**src/rtl/rr_arb_mux.sv**
```systemverilog
// Registered N:1 write-bus multiplexer with round-robin arbitration,
// a forced-select override and a single valid/ready output stage.

`ifndef DATAWIDTH
`define DATAWIDTH 16
`endif

module rr_arb_mux #(
    parameter int unsigned DATAWIDTH = `DATAWIDTH,
    parameter int unsigned NUM_CH    = 4,
    parameter int unsigned SELW      = 2
) (
    input  logic                          clk,
    input  logic                          rst_n,
    input  logic [NUM_CH-1:0]             in_valid,
    input  logic [NUM_CH*DATAWIDTH-1:0]   in_data,
    output logic [NUM_CH-1:0]             in_ready,
    input  logic                          force_en,
    input  logic [SELW-1:0]               force_sel,
    output logic                          out_valid,
    input  logic                          out_ready,
    output logic [DATAWIDTH-1:0]          out_data,
    output logic [SELW-1:0]               out_ch
);

    logic                 run;
    logic [SELW-1:0]      ptr;

    logic                 load_c;
    logic                 gnt_vld_c;
    logic [SELW-1:0]      gnt_idx_c;
    logic [DATAWIDTH-1:0] gnt_data_c;
    logic                 hi_vld_c;
    logic [SELW-1:0]      hi_idx_c;
    logic                 lo_vld_c;
    logic [SELW-1:0]      lo_idx_c;

    // Output stage can take a word when empty or draining this cycle.
    assign load_c = run & (~out_valid | out_ready);

    // Grant: forced channel, else first valid at/after ptr, else first valid overall (wrap).
    always_comb begin
        gnt_vld_c = 1'b0;
        gnt_idx_c = '0;
        hi_vld_c  = 1'b0;
        hi_idx_c  = '0;
        lo_vld_c  = 1'b0;
        lo_idx_c  = '0;
        for (int unsigned i = 0; i < NUM_CH; i++) begin
            if (in_valid[i]) begin
                if (!lo_vld_c) begin
                    lo_vld_c = 1'b1;
                    lo_idx_c = SELW'(i);
                end
                if (!hi_vld_c && (SELW'(i) >= ptr)) begin
                    hi_vld_c = 1'b1;
                    hi_idx_c = SELW'(i);
                end
            end
        end
        if (force_en) begin
            // Out-of-range force_sel never matches, so it yields no grant.
            for (int unsigned i = 0; i < NUM_CH; i++) begin
                if ((force_sel == SELW'(i)) && in_valid[i]) begin
                    gnt_vld_c = 1'b1;
                    gnt_idx_c = SELW'(i);
                end
            end
        end else if (hi_vld_c) begin
            gnt_vld_c = 1'b1;
            gnt_idx_c = hi_idx_c;
        end else if (lo_vld_c) begin
            gnt_vld_c = 1'b1;
            gnt_idx_c = lo_idx_c;
        end
    end

    // Select the granted channel's word.
    always_comb begin
        gnt_data_c = '0;
        for (int unsigned i = 0; i < NUM_CH; i++) begin
            if (gnt_idx_c == SELW'(i)) begin
                gnt_data_c = in_data[i*DATAWIDTH +: DATAWIDTH];
            end
        end
    end

    // One-hot ready back to the granted source when the output stage can load.
    always_comb begin
        in_ready = '0;
        for (int unsigned i = 0; i < NUM_CH; i++) begin
            in_ready[i] = load_c & gnt_vld_c & (gnt_idx_c == SELW'(i));
        end
    end

    // Run flag holds off handshakes for the first cycle out of reset.
    always_ff @(posedge clk or negedge rst_n) begin
        if (!rst_n) begin
            run <= 1'b0;
        end else begin
            run <= 1'b1;
        end
    end

    // Output pipeline register.
    always_ff @(posedge clk or negedge rst_n) begin
        if (!rst_n) begin
            out_valid <= 1'b0;
            out_data  <= '0;
            out_ch    <= '0;
        end else if (load_c) begin
            if (gnt_vld_c) begin
                out_valid <= 1'b1;
                out_data  <= gnt_data_c;
                out_ch    <= gnt_idx_c;
            end else begin
                out_valid <= 1'b0;
            end
        end
    end

    // Round-robin pointer advances past the winner on unforced transfers only.
    always_ff @(posedge clk or negedge rst_n) begin
        if (!rst_n) begin
            ptr <= '0;
        end else if (load_c && gnt_vld_c && !force_en) begin
            ptr <= (gnt_idx_c == SELW'(NUM_CH - 1)) ? '0 : gnt_idx_c + SELW'(1);
        end
    end

endmodule

```
**config.mk**
```make
export PLATFORM = sky130hd
export DESIGN_NAME = rr_arb_mux
export DESIGN_NICKNAME = d
export VERILOG_FILES = /design/src/rtl/rr_arb_mux.sv
export SDC_FILE = /design/constraint.sdc
export NUM_CORES = 1
export LEC_CHECK = 0
export BUFFER_PORTS_ARGS = -buffer_cell sky130_fd_sc_hd__buf_4
export CAP_MARGIN = 20
export CORE_ASPECT_RATIO = 1.1
export CORE_MARGIN = 4
export CORE_UTILIZATION = 35
export CTS_BUF_LIST = sky130_fd_sc_hd__clkbuf_8
export CTS_CLUSTER_SIZE = 10
export DETAILED_ROUTE_END_ITERATION = 10
export PLACE_DENSITY = 0.67
export RECOVER_POWER = 50
export SLEW_MARGIN = 15
export SYNTH_ARGS = -nofsm -noshare
export SYNTH_HDL_FRONTEND = slang
export SYNTH_SLANG_ARGS = --single-unit
```
**constraint.sdc**
```tcl
create_clock -name clk -period 6.6 [get_ports clk]
set_clock_uncertainty 0.2 [all_clocks]
set_input_delay 0.33 -clock clk [delete_from_list [all_inputs] [get_ports clk]]
set_output_delay 0.33 -clock clk [all_outputs]
set_load 0.1 [all_outputs]
```
# == Yosys cells after proc, flatten, opt, wreduce, memory -nomap -nowiden ==
# Index checks and enable logic that the tools add are counted.
# word_totals
ff_bits,22
wordCells,83
# classes
n_eq_ne,6
n_bitwise,8
n_reduce_logical,16
mux,43
magnitude_cmp,4
addsub,1
# op_table
op,n
$mux W16,4
$mux W2,14
$mux W1,25
$logic_and A1 B1 Y1,9
$eq A2 B2 Y1 const B,4
$and A1 B1 Y1,6
$eq A2 B1 Y1 const B,2
$ge A1 B2 Y1 const A,2
$ge A2 B2 Y1 const A,2
$logic_not A1 Y1,4
$logic_not A2 Y1,2
$add A2 B1 Y2 const B,1
$reduce_and A2 Y1,1
$not A1 Y1,1
$or A1 B1 Y1,1

# == Longest topological paths before layout ==
# depth
ltp_word,22
ltp_mapped,11

# == Worst setup path after synthesis ==
# No wires, ideal clock.
# synth_timing
path_kind,register to output
start,reg ptr[1]
end,out in_ready[1]
required_time_ps,6070
n_path_buf,2
path_stages_with_launch,9
arrival_ps,2456
path_slack_ps,3614
path_cell_list,dfrtp_1 nand2b_1 a21oi_1 o211ai_1 and2_1 ha_1 clkbuf_1 clkbuf_1 and3_1
# synth_via
elab_chain_len,19
elab_cells_between_ends,31
classes_between,order compare (4); eq/ne (1); mux (18); bitwise (2); reduce/logical (6)
# synth_lines
item,line_no,source
from (decl),27,logic [SELW-1:0] ptr;
from (signal assigned),127,ptr <= (gnt_idx_c == SELW'(NUM_CH - 1)) ? '0 : gnt_idx_c + SELW'(1);
$ge A1 B2 Y1,55,if (!hi_vld_c && (SELW'(i) >= ptr)) begin
$mux W1,55,
$mux W1,50,if (in_valid[i]) begin
$logic_not A1 Y1,55,
$logic_and A1 B1 Y1,55,
$mux W1,55,
$mux W1,50,
$logic_not A1 Y1,55,
[... 3 more ...],--,
$logic_not A1 Y1,55,
$logic_and A1 B1 Y1,55,
$mux W2 or $mux W1 (tied branches),55,
$mux W2 or $mux W1 (tied branches),50,
$mux W2 or $mux W1 (tied branches),69,end else if (hi_vld_c) begin
$mux W2 or $mux W1 (tied branches),61,if (force_en) begin
$eq A2 B1 Y1 or $and A1 B1 Y1 (tied branches),92,in_ready[i] = load_c & gnt_vld_c & (gnt_idx_c == SELW'(i));
$and A1 B1 Y1 (*),92,
to (decl),17,"output logic [NUM_CH-1:0] in_ready,"
# Every way passes the cells marked *; elsewhere a longest branch is shown, timed or not.

# == Worst setup path after layout ==
# layout_timing
start,reg ptr[1]
end,reg out_data[1]
# layout_via
elab_chain_len,22
elab_cells_between_ends,37
classes_between,order compare (4); eq/ne (3); mux (22); reduce/logical (8)
# layout_lines
item,line_no,source
$ge A1 B2 Y1,55,
$mux W1,55,
$mux W1,50,
$logic_not A1 Y1,55,
$logic_and A1 B1 Y1,55,
$mux W1,55,
$mux W1,50,
$logic_not A1 Y1,55,
[... 5 more ...],--,
$mux W2 or $mux W1 (tied branches),55,
$mux W2 or $mux W1 (tied branches),50,
$mux W2 (*),69,
$mux W2 (*),61,
net gnt_idx_c[0],31,logic [SELW-1:0] gnt_idx_c;
$logic_not A2 Y1,82,if (gnt_idx_c == SELW'(i)) begin
$mux W16 (3 in series),82,
$mux W16 (*),82,
to (signal assigned),114,out_data <= gnt_data_c;
to (decl),22,"output logic [DATAWIDTH-1:0] out_data,"
# Mark *: on every way through the listed nets, which the timed path passes. The rest lies on a longest branch.
# A chain may end at the register's enable or synchronous reset.

==> results.yml <==
critical_path:
  path_buf_inv: 2
  path_class: "register to register"
  end_kind: "register"
  worstPathArrival_ns: 3.51
  r2r-start: "ptr[1]"
  slowest_stage: "nor2b_1"
  crit_family: "compound AO/OA/AOI/OAI gates"
  cp_max_fo: 19
  crit_path_max_incr_delay_ns: 0.60
  cp-start-kind: "register"
  cp_cell_sequence: "nand2b_1 > a21o_1 > a41oi_1 > inv_1 > ha_1 > nor2b_1 > buf_4 > a221oi_1 > o31ai_1 > mux2_4"
  ff2ff_setup_slack_ns: 3.10
  reg2reg_depth: 10
  r2r_end: "out_data[1]"
  cp_data_required_time_ns: 6.61
cells_and_area:
  area_growth_pct: 47.9
  finalNonFillerCells: 313
  diodes: 0
  final_nets: 338
  layout-drive-gt1-share: 0.429
sta:
  tns_ns: 0
  setup_viol: 0
  final_hold_viol_count: 0
  period_minus_slack_ns: 3.50
  tightest_slew_ns: 1.22
  slew_headroom: 0.183
  setup_ws_ns: 3.10
  fmax_mhz: 286
  rsz0062_at_grt: "false"
  min_period_over_period: 0.530
  drv_slew: 0
clock_network:
  htreeDepth: 1
  tritoncts: "yes"
  cts_setup_buffers: 0
  clk_pin_slew_ns: 0.09
  root_buffer: "clkbuf_8"
  cts_sinks: 22
  clk_latency_ns: 0.26
  clk_path_buf_depth: 2
  numCtsBuffers: 3
detailed_routing:
  drt_pass1_iterations: 4
  wl_um: 4950
  drt_drc_violations_left: 0
  drtAntennaViolNets: 0
  num_vias: 1621
  vias_per_cell: 5.18
  wire_per_inst_um: 15.8
  drt_iter0_drc: 38
global_routing:
  grt_pass1_wl_um: 7600
  antenna_found_initial: 0
  grt_util_all_layers: 0.166
  grt_pass1_vias: 1579
  globalRouteOverflowTotal: 0
  grt_max_degree: 34
run_status:
  status: "finished, final reports clean"
place:
  place_congestion: 0.909
  post-dp-hpwl_um: 3760
  dpl_worst_slack_ns: 2.74
  numPortBuffers: 96
  placed_cells: 306
floorplanning:
  die_w_um: 73.0
  start_util: 0.371
  die_h_um: 79.4
  pin_count: 97
  core_um2: 4380
  num_rows: 25
  die_area_um2: 5800
synthesis:
  syn_inst: 168
  synth_edf_count: 0
  synth_nets: 246
  synth_flop_cell: "dfrtp_1"
  synth.avg_cell_area_um2: 9.67
  ys_top_cells_by_area: "dfrtp_1, a221oi_1, mux2_2"
  netlist_area_um2: 1620
  yosysMostFrequentCell: "dfrtp_1"
  synth_top_area_frac: 0.339
  synth_cell_types: 34
  async_flop_share: 1.00
  ys_ff_latch: 22
  netlist_top_cells_count: "dfrtp_1, nand2_1, nor2b_1"
  yosysTopAreaCell: "dfrtp_1"
  yosysSeqAreaShare: 0.339
  yosysWarnings: 0
pwr:
  pwr-share-clk: 0.116
  power_density_nw_per_um2: 454
  swShare: 0.572
  p_comb_frac: 0.676
  p_sw_uw: 624
  p_leak_nw: 1.13
  ir_worst_vdd_mv: 0.176
  power_frac_seq: 0.208
  p_int_uw: 467
worst_hold_path:
  hold-path-cell-count: 3
  hp-start: "out_ready"
  min_to: "out_valid"
  worst_hold_path_type: "input port to register"
job:
  drv_cap: 0
## power by group through the flow
stage                     Sequential, mW  Clock (mW)  Combinational (mW)
after global placement             0.229           0               0.756
after global routing               0.233       0.138               0.771
after detailed placement           0.228           0               0.765
after CTS                          0.227       0.130               0.765
after floorplan                    0.605           0               0.216
final                              0.227       0.127               0.738
## layout make-up
class	instances	area, um2
Fill cell	425	1980
Multi-Input combinational cell	128	982
Timing Repair Buffer	99	708
Sequential cell	22	551
Tap cell	54	67.6
Clock buffer	3	41.3
Clock inverter	1	30.0
Inverter	6	22.5
## worst register-to-register path, cell delays in order, from the launching register on
cell      delay, ns
dfrtp_1        0.42
nand2b_1       0.16
a21o_1         0.19
a41oi_1        0.36
inv_1          0.12
ha_1           0.47
nor2b_1        0.61
buf_4          0.28
a221oi_1       0.09
o31ai_1        0.34
mux2_4         0.20
## cells in the final DEF, fill, tap and decap left out, types with 2 or more instances in the layout
cell and n:
nand2b_1 2, clkbuf_1 12, o31ai_1 15, a21oi_1 4
a221oi_1 15, nor2b_1 17, buf_4 85, ha_1 4
mux2_2 11, mux2_4 7, nand3_1 4, and3_1 5
clkbuf_8 3, a21o_1 2, nand3b_1 2, nand2_1 21
o21ai_0 4, inv_1 6, dfrtp_1 22, o211ai_1 2
## per-stage QoR
stage                      util  area (um2)  hold slack, ns  power, mW
after CTS                 0.554        2420           0.175       1.12
after detailed placement  0.535        2340          0.0400      0.994
final                     0.549        2400           0.178       1.09
after global routing      0.549        2400           0.189       1.14
after floorplan               -        1620          -0.166      0.820
after global placement    0.535        2340          0.0415      0.985
## cell families (layout without fill, tap and decap cells)
family,Yosys count,count (layout),share of synthesized area
fa+ha+maj,4,4,0.0308
buf+inv,18,109,0.0562
flops,22,22,0.339
simple gates,56,56,0.185
compound gates,48,48,0.230
other cells,1,1,0.00231
mux,19,19,0.157
## flip-flops by register name (all words and copies together) (netlist names)
| signal | count |
|---|---|
| ptr | 2 |
| out_valid | 1 |
| run | 1 |
| out_data | 16 |
| out_ch | 2 |
## routing by layer
| layer | vias up | global-route usage | share of wire |
|---|---|---|---|
| met3 | 2 | 0.0378 | 0.058 |
| met2 | 40 | 0.291 | 0.52 |
| met1 | 767 | 0.211 | 0.41 |
| met4 | 0 | 0.0221 | 0.0046 |
| met5 | - | 0 | 0 |
| li1 | 812 | - | - |
## worst max-delay path by stage
stage / startpoint / to / cells past startpoint
3_5_place_dp: force_sel[1] / out_data[1] / 10
3_3_place_gp: force_sel[1] / out_data[11] / 10
4_1_cts: ptr[1] / out_data[1] / 9
6_report: ptr[1] / out_data[1] / 10
5_1_grt: ptr[1] / out_data[1] / 10
2_1_floorplan: ptr[1] / in_ready[1] / 8
## timing repair
item	CTS	global route
hold buffers	1	0
endpoints found under the hold margin	22	0
resized for setup	0	0
(Power assumes the default switching activity.)
